$ cat src/rtl/mem_burst_seq.sv
`default_nettype none
// ============================================================================
// mem_burst_seq : turns one write / read-check command into one Avalon-MM
// burst with pattern data. Optional read watchdog: MEM_BURST_SEQ_TIMEOUT_EN.
// Revision: 1.0
// ============================================================================
module mem_burst_seq #(
    parameter int DATA_W      = 128,
    parameter int ADDR_W      = 28,
    parameter int BURST_W     = 8,
    parameter int TIMEOUT_CYC = 1024
) (
    input  logic                                 clk_i,
    input  logic                                 rst_n_i,
    input  logic                                 cmd_valid_i,
    output logic                                 cmd_ready_o,
    input  logic                                 cmd_op_i,
    input  logic [ADDR_W+$clog2(DATA_W/8)-1:0]   cmd_addr_i,
    input  logic [15:0]                          cmd_len_i,
    input  logic [31:0]                          cmd_pattern_i,
    output logic                                 done_o,
    output logic                                 cmd_err_o,
    output logic [15:0]                          err_cnt_o,
    output logic [ADDR_W-1:0]                    first_err_addr_o,
    output logic                                 timeout_o,
    output logic [ADDR_W-1:0]                    avm_address_o,
    output logic                                 avm_write_o,
    output logic                                 avm_read_o,
    output logic [DATA_W-1:0]                    avm_writedata_o,
    output logic [DATA_W/8-1:0]                  avm_byteenable_o,
    output logic [BURST_W-1:0]                   avm_burstcount_o,
    input  logic                                 avm_waitrequest_i,
    input  logic [DATA_W-1:0]                    avm_readdata_i,
    input  logic                                 avm_readdatavalid_i
);

    localparam int BE_W      = DATA_W / 8;
    localparam int OFF_W     = $clog2(BE_W);
    localparam int LANES     = DATA_W / 32;
    localparam int MAX_WORDS = 1 << (BURST_W - 1);

    typedef enum logic [2:0] {
        S_IDLE    = 3'd0,
        S_WR      = 3'd1,
        S_RD_REQ  = 3'd2,
        S_RD_WAIT = 3'd3,
        S_DONE    = 3'd4
    } state_t;

    state_t               state_q;
    logic [ADDR_W-1:0]    base_q;
    logic [BURST_W-1:0]   words_q;
    logic [OFF_W-1:0]     so_q;
    logic [OFF_W-1:0]     eo_q;
    logic [31:0]          pat_q;
    logic [BURST_W-1:0]   beat_q;
    logic [BURST_W-1:0]   rcv_q;
    logic [ADDR_W-1:0]    avm_address_q;
    logic                 avm_write_q;
    logic                 avm_read_q;
    logic [DATA_W-1:0]    avm_writedata_q;
    logic [BE_W-1:0]      avm_byteenable_q;
    logic [BURST_W-1:0]   avm_burstcount_q;
    logic                 done_q;
    logic                 cmd_err_q;
    logic [15:0]          err_cnt_q;
    logic [ADDR_W-1:0]    first_err_q;

    // Byte-offset arithmetic: span is the offset of the last byte from the
    // start of the first word, so it needs one bit more than the length.
    logic [OFF_W-1:0]     cmd_so;
    logic [16:0]          cmd_span;
    logic [16:0]          cmd_words;
    logic                 cmd_bad;

    assign cmd_so    = cmd_addr_i[OFF_W-1:0];
    assign cmd_span  = 17'(cmd_so) + 17'(cmd_len_i) - 17'd1;
    assign cmd_words = (cmd_span >> OFF_W) + 17'd1;
    assign cmd_bad   = (cmd_len_i == 16'd0) || (cmd_words > 17'(MAX_WORDS));

    function automatic logic [BE_W-1:0] beat_mask(
        input logic [BURST_W-1:0] idx,
        input logic [BURST_W-1:0] nwords,
        input logic [OFF_W-1:0]   so,
        input logic [OFF_W-1:0]   eo
    );
        logic [BE_W-1:0] m;
        m = '1;
        if (idx == '0)
            m = m & ({BE_W{1'b1}} << so);
        if (idx == nwords - BURST_W'(1))
            m = m & ({BE_W{1'b1}} >> (OFF_W'(BE_W - 1) - eo));
        return m;
    endfunction

    function automatic logic [DATA_W-1:0] beat_data(
        input logic [31:0]        pat,
        input logic [BURST_W-1:0] idx
    );
        return {LANES{pat + 32'(idx)}};
    endfunction

    logic [BURST_W-1:0]   wr_next;
    logic                 wr_last;
    logic                 rd_take;
    logic [BURST_W-1:0]   rd_cnt_d;
    logic [BE_W-1:0]      rd_be;
    logic [DATA_W-1:0]    rd_bitmask;
    logic                 rd_mismatch;

    assign wr_next  = beat_q + BURST_W'(1);
    assign wr_last  = (beat_q == words_q - BURST_W'(1));
    assign rd_take  = avm_readdatavalid_i &&
                      ((state_q == S_RD_REQ) || (state_q == S_RD_WAIT));
    assign rd_cnt_d = rcv_q + BURST_W'(rd_take);
    assign rd_be    = beat_mask(rcv_q, words_q, so_q, eo_q);

    for (genvar i = 0; i < BE_W; i++) begin : g_be_expand
        assign rd_bitmask[8*i +: 8] = {8{rd_be[i]}};
    end

    assign rd_mismatch = |((avm_readdata_i ^ beat_data(pat_q, rcv_q)) & rd_bitmask);

`ifdef MEM_BURST_SEQ_TIMEOUT_EN
    localparam int WDOG_W = $clog2(TIMEOUT_CYC + 1);
    logic [WDOG_W-1:0]    wdog_q;
    logic                 timeout_q;
`endif

    always_ff @(posedge clk_i or negedge rst_n_i) begin
        if (!rst_n_i) begin
            state_q          <= S_IDLE;
            base_q           <= '0;
            words_q          <= '0;
            so_q             <= '0;
            eo_q             <= '0;
            pat_q            <= '0;
            beat_q           <= '0;
            rcv_q            <= '0;
            avm_address_q    <= '0;
            avm_write_q      <= 1'b0;
            avm_read_q       <= 1'b0;
            avm_writedata_q  <= '0;
            avm_byteenable_q <= '0;
            avm_burstcount_q <= '0;
            done_q           <= 1'b0;
            cmd_err_q        <= 1'b0;
            err_cnt_q        <= '0;
            first_err_q      <= '0;
`ifdef MEM_BURST_SEQ_TIMEOUT_EN
            wdog_q           <= '0;
            timeout_q        <= 1'b0;
`endif
        end else begin
            done_q    <= 1'b0;
            cmd_err_q <= 1'b0;

            // A zero error count doubles as "no mismatch seen since reset".
            if (rd_take) begin
                rcv_q <= rd_cnt_d;
                if (rd_mismatch) begin
                    if (err_cnt_q != 16'hFFFF)
                        err_cnt_q <= err_cnt_q + 16'd1;
                    if (err_cnt_q == 16'd0)
                        first_err_q <= base_q + ADDR_W'(rcv_q);
                end
            end

            case (state_q)
                S_IDLE: begin
                    if (cmd_valid_i) begin
                        if (cmd_bad) begin
                            cmd_err_q <= 1'b1;
                        end else begin
                            base_q           <= cmd_addr_i[ADDR_W+OFF_W-1:OFF_W];
                            words_q          <= BURST_W'(cmd_words);
                            so_q             <= cmd_so;
                            eo_q             <= cmd_span[OFF_W-1:0];
                            pat_q            <= cmd_pattern_i;
                            beat_q           <= '0;
                            rcv_q            <= '0;
                            avm_address_q    <= cmd_addr_i[ADDR_W+OFF_W-1:OFF_W];
                            avm_burstcount_q <= BURST_W'(cmd_words);
                            if (cmd_op_i) begin
                                // Read bursts request whole words; lane masking
                                // is applied on the compare side.
                                avm_read_q       <= 1'b1;
                                avm_byteenable_q <= '1;
                                state_q          <= S_RD_REQ;
                            end else begin
                                avm_write_q      <= 1'b1;
                                avm_writedata_q  <= beat_data(cmd_pattern_i, '0);
                                avm_byteenable_q <= beat_mask('0, BURST_W'(cmd_words),
                                                              cmd_so, cmd_span[OFF_W-1:0]);
                                state_q          <= S_WR;
                            end
                        end
                    end
                end

                S_WR: begin
                    if (!avm_waitrequest_i) begin
                        if (wr_last) begin
                            avm_write_q <= 1'b0;
                            done_q      <= 1'b1;
                            state_q     <= S_DONE;
                        end else begin
                            beat_q           <= wr_next;
                            avm_writedata_q  <= beat_data(pat_q, wr_next);
                            avm_byteenable_q <= beat_mask(wr_next, words_q, so_q, eo_q);
                        end
                    end
                end

                S_RD_REQ: begin
                    if (!avm_waitrequest_i) begin
                        avm_read_q <= 1'b0;
                        state_q    <= S_RD_WAIT;
`ifdef MEM_BURST_SEQ_TIMEOUT_EN
                        wdog_q     <= '0;
`endif
                    end
                end

                S_RD_WAIT: begin
                    if (rd_cnt_d == words_q) begin
                        done_q  <= 1'b1;
                        state_q <= S_DONE;
                    end
`ifdef MEM_BURST_SEQ_TIMEOUT_EN
                    else if (rd_take) begin
                        wdog_q <= '0;
                    end else if (wdog_q == WDOG_W'(TIMEOUT_CYC - 1)) begin
                        timeout_q <= 1'b1;
                        done_q    <= 1'b1;
                        state_q   <= S_DONE;
                    end else begin
                        wdog_q <= wdog_q + WDOG_W'(1);
                    end
`endif
                end

                S_DONE: begin
                    state_q <= S_IDLE;
                end

                default: begin
                    state_q <= S_IDLE;
                end
            endcase
        end
    end

    assign cmd_ready_o      = (state_q == S_IDLE);
    assign done_o           = done_q;
    assign cmd_err_o        = cmd_err_q;
    assign err_cnt_o        = err_cnt_q;
    assign first_err_addr_o = first_err_q;
    assign avm_address_o    = avm_address_q;
    assign avm_write_o      = avm_write_q;
    assign avm_read_o       = avm_read_q;
    assign avm_writedata_o  = avm_writedata_q;
    assign avm_byteenable_o = avm_byteenable_q;
    assign avm_burstcount_o = avm_burstcount_q;

`ifdef MEM_BURST_SEQ_TIMEOUT_EN
    assign timeout_o = timeout_q;
`else
    assign timeout_o = 1'b0;
`endif

endmodule

`default_nettype wire
$ cat config.mk
export PLATFORM = sky130hd
export DESIGN_NAME = mem_burst_seq
export DESIGN_NICKNAME = d
export VERILOG_FILES = /design/src/rtl/mem_burst_seq.sv
export SDC_FILE = /design/constraint.sdc
export NUM_CORES = 1
export LEC_CHECK = 0
export CAP_MARGIN = 20
export CORE_MARGIN = 2
export CORE_UTILIZATION = 55
export CTS_BUF_LIST = sky130_fd_sc_hd__clkbuf_4 sky130_fd_sc_hd__clkbuf_8
export DETAILED_ROUTE_END_ITERATION = 10
export HOLD_SLACK_MARGIN = 0.05
export PLACE_DENSITY = 0.95
export SETUP_SLACK_MARGIN = 0.4
export SLEW_MARGIN = 20
export SYNTH_ARGS = -nofsm -noshare
export SYNTH_HDL_FRONTEND = slang
export SYNTH_SLANG_ARGS = --single-unit
$ cat constraint.sdc
create_clock -name clk_i -period 12.4 [get_ports clk_i]
set_input_delay 2.48 -clock clk_i [delete_from_list [all_inputs] [get_ports clk_i]]
set_output_delay 2.48 -clock clk_i [all_outputs]
set_load 0.005 [all_outputs]
==> results.txt, run 1 <==
status: complete, no violations
Peak supply drop: 0.0862 mV
Hold Crit Class: reg -> reg
Initial Util: 55.4%
Post-Route Setup TNS: 0 ns
final cell utilization of the core: 69.8%
Clock Tree Buf Depth: 2
unique cell type count in the Yosys netlist: 90
period utilisation layout: 61.3%
initial antenna violation count: 6
slowest stage delay, CP: 0.67 ns
Post-Synthesis Cells: 1854
first-pass GRT wire length: 85500 um
Internal: 2.14 mW
Post-synth top cells: dfrtp_1, xnor2_1, nand2_1
Compound-Gate Fraction of Synth Area: 13.3%
worst slew pin tran: 1.08 ns
synthesized flop and latch total: 191
Num Clock Sinks: 191
gr usage total: 34.4%
combinational power share: 56.2%
DPL Wire Length: 43800 um
Power Density: 171 nW/um2
CTS tree: built
XOR/XNOR share of the synthesized area: 17.3%
final hold viol count: 0
RSZ-0062 raised after global routing: no
Die X: 179 um
hold_buf cts: 0
Routed WL per cell: 22.2 um
GRT overflow: 0
Net Sw Frac: 40.9%
Root Driver: clkbuf_8
Post-Syn Area: 16800 um2
layout cells sized above 1: 9.78%
most common cell in the synthesized netlist: dfrtp_1
1st-iter DRT viols: 1661
Mean Syn Cell Area: 9.08 um2
CTS clk-pin slew, worst paths: 0.10 ns
syn nets: 2131
sequential power share: 31.1%
Nets: 2412
Leak: 8.82 nW
WS Path Type: in -> reg
slew margin rel.: 28.3%
Post-synth EDFFs: 0
Cell Rows: 64
# Max-Cap Violations: 0
ANT nets after route: 0
clk_lat worst skew: 0.50 ns
Primary FF master, synth: dfrtp_1
CP Max Fanout: 32
P&R area growth vs syn: 25.9%
Non-Filler Instances: 2552
CTS buffer count: 17
simple-gate share of the synthesized area: 17.0%
post-CTS setup buffers: 0
worst path cell trace: clkdlybuf4s50_1 -> inv_1 -> ha_1 -> inv_1 -> ha_1 -> fa_1 -> a21o_1 -> a21oi_1 -> xnor2_1 -> nor3_1 -> nor4b_2 -> xnor2_1 -> nand3_1 -> o31ai_1 -> nand3_1 -> a21oi_4 -> buf_4 -> mux2_2
asr flop ratio synth: 100%
Multi-input gate area: 10600 um2
Inst Count DP: 2511
FF+latch area: 4780 um2
largest family of logic cells by synthesized area: XOR/XNOR gates
CTS resizes: 0
post-synthesis mux area share: 10.6%
total die area: 32000 um2
I/O pin cnt: 444
DRT Pass-1 Iters: 8
Vias/cell: 6.19
post-route minimum period: 7.60 ns
IO buf count: 442
fmax: 132 MHz
H-tree depth: 4
hold slack: 0.511 ns
final setup fails: 0
core region area: 30300 um2
Ys Warns: 0
height of the die: 179 um
DRT Wirelength: 56700 um
top cell type's share of synthesized area: 28.4%
CP max-delay cell: o31ai_1
critical path startpoint category: input pin
Residual DRC: 0
critical path data required time: 12.78 ns
Max Slew Vio Count: 0
Critical Path AT: 7.98 ns
vias in the first global route: 15500
Synth Area in Adders: 4.86%
Via Count: 15800
gpl congestion: 0.978
sequential cell area fraction in the yosys report: 28.4%
Setup Skew: 0.0227 ns
Clk pwr share: 12.6%
crit end category: flop
Layout fillers: 2316
Psw: 1.48 mW
pin count of the biggest net entering global routing: 123
largest cells by area after synthesis: dfrtp_1, xnor2_1, mux2_2, buf_4, ha_1
cell taking the most area after synthesis: dfrtp_1
-- routing by layer --
metal / routed length, um / GRT usage [%] / up-vias
li1: - / - / 7060
met1: 21400 / 41.5 / 7612
met2: 27500 / 58.4 / 941
met3: 5210 / 7.44 / 193
met4: 2580 / 16.3 / 2
met5: 15 / 0 / -
-- stage by stage --
step / worst slack (ns) / power [mW] / instance area, um2
after global routing: 4.49 / 3.84 / 21200
after global placement: 4.54 / 3.07 / 20700
after floorplan: 5.62 / 2.35 / 16800
after CTS: 4.83 / 3.60 / 21100
final: 4.80 / 3.63 / 21200
after detailed placement: 4.31 / 3.14 / 20700
-- placed cells by master, fill, tap and decap left out, types with 9 or more instances in the layout --
cell,instances
clkdlybuf4s50_1,441
mux2_1,22
nand2_1,139
mux2_2,130
clkbuf_8,19
nor2b_1,9
nand3_1,68
xnor3_1,28
o31ai_1,10
ha_1,59
nor3_1,37
xor2_1,77
a211oi_1,13
nor2_1,96
and3_1,24
nor4_1,21
and4_1,12
inv_1,81
nand4_1,47
or3_1,13
dfrtp_1,191
o21ai_0,109
o211ai_1,21
xnor2_1,182
nand2b_1,13
and2_1,12
a21o_1,12
a21oi_1,67
o22ai_1,9
-- critical path: cells and delay by family --
family | cells | cell delay [ns]
AO/OA/AOI/OAI | 4 | 1.38
buffers and inverters | 4 | 1.19
AND/OR/NAND/NOR | 4 | 1.16
adder cells (fa/ha/maj) | 3 | 0.93
XOR/XNOR | 2 | 0.40
multiplexers | 1 | 0.40
-- cell families after synthesis --
group / after synthesis
AO/OA/AOI/OAI: 339
XOR/XNOR: 288
adder cells (fa/ha/maj): 63
buffers and inverters: 271
flip-flops: 191
multiplexers: 159
other: 1
AND/OR/NAND/NOR: 542
-- path summary, 6_finish.rpt --
check | from | end | slack (ns) | cells past startpoint
worst min register to register | first_err_addr_o[24] | first_err_addr_o[24] | 0.51 | 1
min in group asynchronous | rst_n_i | first_err_addr_o[2] | 1.95 | 1
max in group asynchronous | rst_n_i | pat_q[29] | 8.80 | 3
worst min-delay path | first_err_addr_o[24] | first_err_addr_o[24] | 0.51 | 1
worst max-delay path | cmd_addr_i[1] | avm_writedata_o[109] | 4.80 | 18
worst max register to register | rcv_q[7] | first_err_addr_o[15] | 6.25 | 12
-- power by group through the flow --
stage	clock network, mW	registers [mW]	logic (mW)
2_1_floorplan	0	0.968	1.38
3_3_place_gp	0	1.12	1.95
3_5_place_dp	0	1.13	2.01
4_1_cts	0.458	1.12	2.03
5_1_grt	0.482	1.16	2.20
6_report	0.458	1.13	2.04
-- layout make-up --
cell class,count,share of cell area [%]
Antenna cell,8,0.0945
Clock buffer,18,1.17
Clock inverter,14,0.839
Inverter,82,1.45
Multi-Input combinational cell,1392,50.2
Sequential cell,191,22.6
Tap cell,396,2.34
Timing Repair Buffer,451,21.3
-- registers in the layout (all words and copies together) (netlist names) --
name,count
rcv_q,8
state_q,3
so_q,4
avm_address_o,28
done_o,1
beat_q,8
cmd_err_o,1
first_err_addr_o,28
avm_write_o,1
avm_writedata_o,32
pat_q,32
avm_byteenable_o,16
avm_burstcount_o,8
eo_q,4
err_cnt_o,16
avm_read_o,1
Note: power is estimated with default switching activity, not from simulation.
==> run 2, diff against run 1 <==
--- a/config.mk
+++ b/config.mk
@@ -7,11 +7,11 @@
 export LEC_CHECK = 0
 export CAP_MARGIN = 20
 export CORE_MARGIN = 2
-export CORE_UTILIZATION = 55
+export CORE_UTILIZATION = 46
 export CTS_BUF_LIST = sky130_fd_sc_hd__clkbuf_4 sky130_fd_sc_hd__clkbuf_8
 export DETAILED_ROUTE_END_ITERATION = 10
 export HOLD_SLACK_MARGIN = 0.05
-export PLACE_DENSITY = 0.95
+export PLACE_DENSITY = 0.88
 export SETUP_SLACK_MARGIN = 0.4
 export SLEW_MARGIN = 20
 export SYNTH_ARGS = -nofsm -noshare
==> constraint.sdc (replaced) <==
create_clock -name clk_i -period 6.7 [get_ports clk_i]
set_input_delay 1.34 -clock clk_i [delete_from_list [all_inputs] [get_ports clk_i]]
set_output_delay 1.34 -clock clk_i [all_outputs]
set_load 0.005 [all_outputs]
==> run 2 against run 1 <==
Effect of this change: worst hold slack got worse by 0.0068 ns; combinational power increased by 87%; global-route usage decreased by 4.8 points; utilization decreased by 11 points; register-to-register slack got worse by 5.5 ns; sequential power increased by 84%; die area increased by 19%; power increased by 85%; largest power group unchanged.
==> results.txt, run 2 (synthesis results as in run 1) <==
Vias/cell: 5.91 (-4.7%)
M3 GR Usage: 5.99% (-1.4 points)
hold_buf cts: 0 (unchanged)
Post-Route Setup TNS: 0 ns (unchanged)
CTS tree: built
pin count of the biggest net entering global routing: 97 (-21%)
hold_sp: first_err_addr_o[21]
GRT overflow: 0 (unchanged)
Most Used Layer, Global Route: met2
worst slew pin tran: 0.994 ns (-0.0822 ns)
# Max-Cap Violations: 0 (unchanged)
Num Clock Sinks: 191 (unchanged)
R2R depth: 13 (+1)
critical path data required time: 7.10 ns (-5.68 ns)
Leak: 8.87 nW (+0.57%)
height of the die: 195 um (+9.1%)
core region area: 36300 um2 (+20%)
first-pass GRT wire length: 88700 um (+3.7%)
Initial Util: 46.3% (-9.1 points)
1st-iter DRT viols: 1295 (-22%)
clk_lat worst skew: 0.52 ns (+0.02 ns)
Hold Crit Class: reg -> reg
Die X: 195 um (+9.1%)
Layout fillers: 3097 (+34%)
DRT Wirelength: 57300 um (+1.1%)
CP Max Fanout: 28 (-13%)
crit end category: flop
worst setup margin: 0.707 ns (-4.09 ns)
P&R area growth vs syn: 26.7%
total die area: 38100 um2 (+19%)
Hold Path Sink: first_err_addr_o[21]
FF-to-FF End: first_err_addr_o[22]
Peak supply drop: 0.174 mV (+100%)
final setup fails: 0 (unchanged)
most common cell after layout, fill and taps aside: clkdlybuf4s50_1
Clock Tree Buf Depth: 2 (unchanged)
Nets: 2421 (+0.37%)
slew margin rel.: 33.4% (+5.2 points)
Residual DRC: 0 (unchanged)
critical path startpoint category: flop
period utilisation layout: 89.5%
CTS resizes: 0 (unchanged)
worst slack, placed: 0.323 ns (-3.99 ns)
I/O pin cnt: 444 (unchanged)
most frequent cells in the layout: clkdlybuf4s50_1, dfrtp_1, xnor2_1, nand2_1, mux2_2
Global Route met2 Usage: 50.8% (-7.5 points)
Power Density: 315 nW/um2 (+84%)
WS Path Type: reg -> reg
Via Count: 15500 (-1.8%)
DPL Wire Length: 44900 um (+2.7%)
worst hold path cell count: 1 (unchanged)
Root Driver: clkbuf_8
Cell Rows: 70 (+9.4%)
IO buf count: 442 (unchanged)
RSZ-0062 raised after global routing: no
ANT nets after route: 0 (unchanged)
CTS clk-pin slew, worst paths: 0.12 ns (+0.02 ns)
initial antenna violation count: 4 (-2)
layout cells sized above 1: 10.2% (+0.38 points)
fmax: 167 MHz
met1 usage: 37.0% (-4.5 points)
H-tree depth: 4 (unchanged)
gr usage total: 29.7% (-4.8 points)
post-CTS setup buffers: 0 (unchanged)
post-route minimum period: 5.99 ns
Max Slew Vio Count: 0 (unchanged)
gpl congestion: 0.941 (-3.8%)
final hold viol count: 0 (unchanged)
CTS buffer count: 17 (unchanged)
status: complete, no violations
Critical Path AT: 6.39 ns (-1.59 ns)
reg-to-reg startpoint: pat_q[0]
vias in the first global route: 15400 (-0.73%)
DRT Pass-1 Iters: 6 (-2)
Routed WL per cell: 21.8 um (-1.9%)
Setup Skew: 0.0312 ns (+0.00853 ns)
R2R setup slack: 0.71 ns (-5.54 ns)
run 2: cell type report:
| type | instances | area (um2) | share of cell area (%) |
|---|---|---|---|
| clock buffer | 17 | 234 | 1.10 |
| timing repair buffer | 460 | 4600 | 21.6 |
| inverter | 82 | 308 | 1.44 |
| antenna | 3 | 7.51 | 0.0352 |
| multi-input combinational | 1392 | 10600 | 49.9 |
| clock inverter | 15 | 166 | 0.780 |
| sequential | 191 | 4780 | 22.4 |
| tap | 468 | 586 | 2.75 |
run 2: how the worst max path moves through the flow:
stage,start,endpoint,slack [ns],depth (start not counted)
after floorplan,cmd_addr_i[1],avm_byteenable_o[14],1.06,18
after global placement,cmd_addr_i[1],avm_byteenable_o[13],0.45,17
after detailed placement,cmd_addr_i[1],avm_byteenable_o[13],0.32,17
after CTS,pat_q[0],first_err_addr_o[13],0.77,13
after global routing,pat_q[0],first_err_addr_o[13],0.46,13
final,pat_q[0],first_err_addr_o[22],0.71,13
run 2: stage by stage:
stage                     hold slack [ns]  std cells  utilization (%)  total power, mW  area [um2]
after global routing                0.528       2628             58.7             7.11       21300
after detailed placement            0.484       2593             57.5             5.89       20900
final                               0.504       2628             58.7             6.71       21300
after floorplan                     0.486       1854                -             4.35       16800
after CTS                           0.510       2625             58.6             6.70       21300
after global placement              0.476       2593             57.5             5.77       20900
run 2: critical path, stage by stage (launching register included):
cell,delay (ns)
dfrtp_1,0.44
ha_1,0.24
fa_1,0.42
a211oi_1,0.47
o211a_1,0.64
nor2_2,0.34
a211o_1,0.35
or4_1,0.51
nor4_1,0.21
a41oi_1,0.36
a2111oi_2,0.37
nand4_2,0.52
nand3_4,0.59
mux2_1,0.38
run 2: report_power, final:
group	switching (mW)	total [mW]	internal (mW)
Sequential	0.612	2.08	1.47
Combinational	1.65	3.82	2.17
Clock	0.523	0.805	0.282
Total	2.79	6.71	3.92
run 2: per-layer routing:
metal | routed length, um | vias up
met1 | 22900 | 7566
met4 | 1690 | 2
met2 | 28100 | 755
li1 | - | 7082
met3 | 4520 | 114
met5 | 13 | -
==> run 3, diff against run 2 <==
--- a/config.mk
+++ b/config.mk
@@ -5,13 +5,12 @@
 export SDC_FILE = /design/constraint.sdc
 export NUM_CORES = 1
 export LEC_CHECK = 0
-export CAP_MARGIN = 20
 export CORE_MARGIN = 2
-export CORE_UTILIZATION = 46
+export CORE_UTILIZATION = 45
 export CTS_BUF_LIST = sky130_fd_sc_hd__clkbuf_4 sky130_fd_sc_hd__clkbuf_8
 export DETAILED_ROUTE_END_ITERATION = 10
 export HOLD_SLACK_MARGIN = 0.05
-export PLACE_DENSITY = 0.88
+export PLACE_DENSITY = 0.87
 export SETUP_SLACK_MARGIN = 0.4
 export SLEW_MARGIN = 20
 export SYNTH_ARGS = -nofsm -noshare
==> run 3 against run 2 <==
Effect of this change: power shrank 0.40%; setup slack lost 0.043 ns; first-iteration DRC count shrank 20%; global-route usage shrank 1.3 points; clock skew shrank 0.013 ns; register-to-register slack gained 0.33 ns; sequential power is essentially flat.
==> results.txt, run 3 (synthesis results as in run 1) <==
status: complete, no violations
DRT Wirelength: 56800 um (-0.81%)
height of the die: 197 um (+1.1%)
Hold Path Sink: first_err_addr_o[27]
DPL Wire Length: 44800 um (-0.35%)
gr usage total: 28.4% (-1.3 points)
Clk pwr share: 11.6% (-0.4 points)
hold_buf cts: 0 (unchanged)
total die area: 39000 um2 (+2.2%)
critical path data required time: 7.10 ns (about the same)
slowest stage delay, CP: 0.64 ns (about the same)
Initial Util: 45.9% (-0.44 points)
Critical Path AT: 6.43 ns (+0.04 ns)
H-tree depth: 4 (unchanged)
Max Slew Vio Count: 0 (unchanged)
combinational power share: 57.4% (+0.4 points)
I/O pin cnt: 444 (unchanged)
reg-to-reg startpoint: pat_q[0]
Vias/cell: 5.88 (-0.39%)
Clock Tree Buf Depth: 2 (unchanged)
1st-iter DRT viols: 1033 (-20%)
layout cells sized above 1: 10.2% (unchanged)
crit end category: flop
first-pass GRT wire length: 86100 um (-3.0%)
sequential power share: 31.0% (about the same)
gpl congestion: 0.951 (+1.1%)
fmax: 166 MHz (-0.71%)
worst slew pin tran: 1.00 ns (+0.00831 ns)
Die X: 197 um (+1.1%)
Cell Rows: 70 (unchanged)
most frequent cells in the layout: clkdlybuf4s50_1, dfrtp_1, xnor2_1, nand2_1, mux2_2
Inst Count DP: 2592 (-0.039%)
final setup fails: 0 (unchanged)
GRT overflow: 0 (unchanged)
CP Max Fanout: 15 (-46%)
P&R area growth vs syn: 26.7% (about the same)
post-route minimum period: 6.04 ns (+0.0426 ns)
final hold viol count: 0 (unchanged)
FF-to-FF End: first_err_addr_o[22]
initial antenna violation count: 3 (-1)
R2R depth: 13 (unchanged)
ANT nets after route: 0 (unchanged)
Power Density: 314 nW/um2 (-0.33%)
slew margin rel.: 32.9% (-0.51 points)
RSZ-0062 raised after global routing: no
Routed WL per cell: 21.6 um (-0.77%)
CTS resizes: 0 (unchanged)
CTS buffer count: 17 (unchanged)
DRT Pass-1 Iters: 8 (+2)
vias in the first global route: 15300 (-1.2%)
critical path startpoint category: input pin
Setup Skew: 0.0184 ns (-0.0128 ns)
CTS clk-pin slew, worst paths: 0.10 ns (-0.02 ns)
clk_lat worst skew: 0.52 ns (about the same)
IO buf count: 442 (unchanged)
Hold Crit Class: reg -> reg
Internal: 3.93 mW (+0.32%)
Net Sw Frac: 41.1% (-0.42 points)
Non-Filler Instances: 2627 (-0.038%)
worst path cell trace: clkdlybuf4s50_1 -> inv_1 -> ha_1 -> inv_1 -> ha_1 -> fa_1 -> a21o_1 -> a21oi_1 -> xnor2_1 -> nor3_1 -> nor4b_2 -> xnor2_1 -> mux2_2 -> o311a_1 -> nor4_1 -> o22ai_1 -> mux2_2
Residual DRC: 0 (unchanged)
Psw: 2.75 mW (-1.4%)
Root Driver: clkbuf_8
WS Path Type: in -> reg
Num Clock Sinks: 191 (unchanged)
pin count of the biggest net entering global routing: 85 (-12%)
core region area: 36700 um2 (+0.96%)
Leak: 8.86 nW (-0.11%)
Post-Route Setup TNS: 0 ns (unchanged)
# Max-Cap Violations: 0 (unchanged)
most common cell after layout, fill and taps aside: clkdlybuf4s50_1
Peak supply drop: 0.184 mV (+5.9%)
post-CTS setup buffers: 0 (unchanged)
CP max-delay cell: clkdlybuf4s50_1
hold_sp: first_err_addr_o[27]
worst hold path cell count: 1 (unchanged)
Nets: 2421 (unchanged)
Via Count: 15500 (-0.43%)
CTS tree: built
R2R setup slack: 1.04 ns (+0.33 ns)
period utilisation layout: 90.1% (+0.64 points)
run 3: changes by cell type in the layout (fill, tap and decap cells not counted), moves of 2 or more:
cell,delta
clkbuf_8,+2
clkinv_8,-4
clkinv_4,+2
inv_6,-2
run 3: per-stage QoR:
step	instance area, um2	setup WS [ns]	hold WS [ns]	util [%]	power (mW)
2_1_floorplan	16800	1.06	0.486	-	4.35
3_3_place_gp	20900	0.419	0.475	56.9	5.79
3_5_place_dp	20900	0.261	0.480	56.9	5.89
4_1_cts	21300	0.813	0.504	58.0	6.68
5_1_grt	21300	0.487	0.526	58.1	7.09
6_report	21300	0.664	0.498	58.1	6.68
run 3: power by group through the flow:
stage | Sequential [mW] | Clock, mW | Combinational (mW)
after global routing | 2.12 | 0.832 | 4.13
after global placement | 2.07 | 0 | 3.72
after CTS | 2.06 | 0.793 | 3.83
after detailed placement | 2.08 | 0 | 3.81
after floorplan | 1.79 | 0 | 2.55
final | 2.07 | 0.774 | 3.84
run 3: layer usage:
| layer | global-route usage [%] | up-vias | share of wire [%] |
|---|---|---|---|
| li1 | - | 7076 | - |
| met1 | 35.9 | 7557 | 40 |
| met2 | 48.0 | 715 | 49 |
| met3 | 5.99 | 102 | 8.1 |
| met4 | 9.83 | 2 | 2.8 |
| met5 | 0 | - | 0.051 |
run 3: worst max path at each step:
stage | cells past startpoint | from | end | slack (ns)
floorplan | 18 | cmd_addr_i[1] | avm_byteenable_o[14] | 1.06
global placement | 17 | cmd_addr_i[1] | avm_byteenable_o[13] | 0.42
detailed placement | 17 | cmd_addr_i[1] | avm_byteenable_o[13] | 0.26
CTS | 17 | cmd_addr_i[1] | avm_byteenable_o[13] | 0.81
global route | 17 | cmd_addr_i[1] | avm_byteenable_o[13] | 0.49
finish | 17 | cmd_addr_i[1] | avm_byteenable_o[3] | 0.66
run 3: critical path: cells and delay by family:
kind	cells	cell delay, ns
buffers and inverters	3	0.82
AO/OA/AOI/OAI	4	1.08
AND/OR/NAND/NOR	3	1.16
XOR/XNOR	2	0.40
multiplexers	2	0.66
adder cells (fa/ha/maj)	3	0.97
run 3: cell type report:
class | count | area, um2
Sequential cell | 191 | 4780
Clock buffer | 19 | 262
Timing Repair Buffer | 460 | 4610
Fill cell | 3137 | 15400
Multi-Input combinational cell | 1392 | 10600
Clock inverter | 13 | 120
Inverter | 82 | 308
Tap cell | 468 | 586
Antenna cell | 2 | 5.00
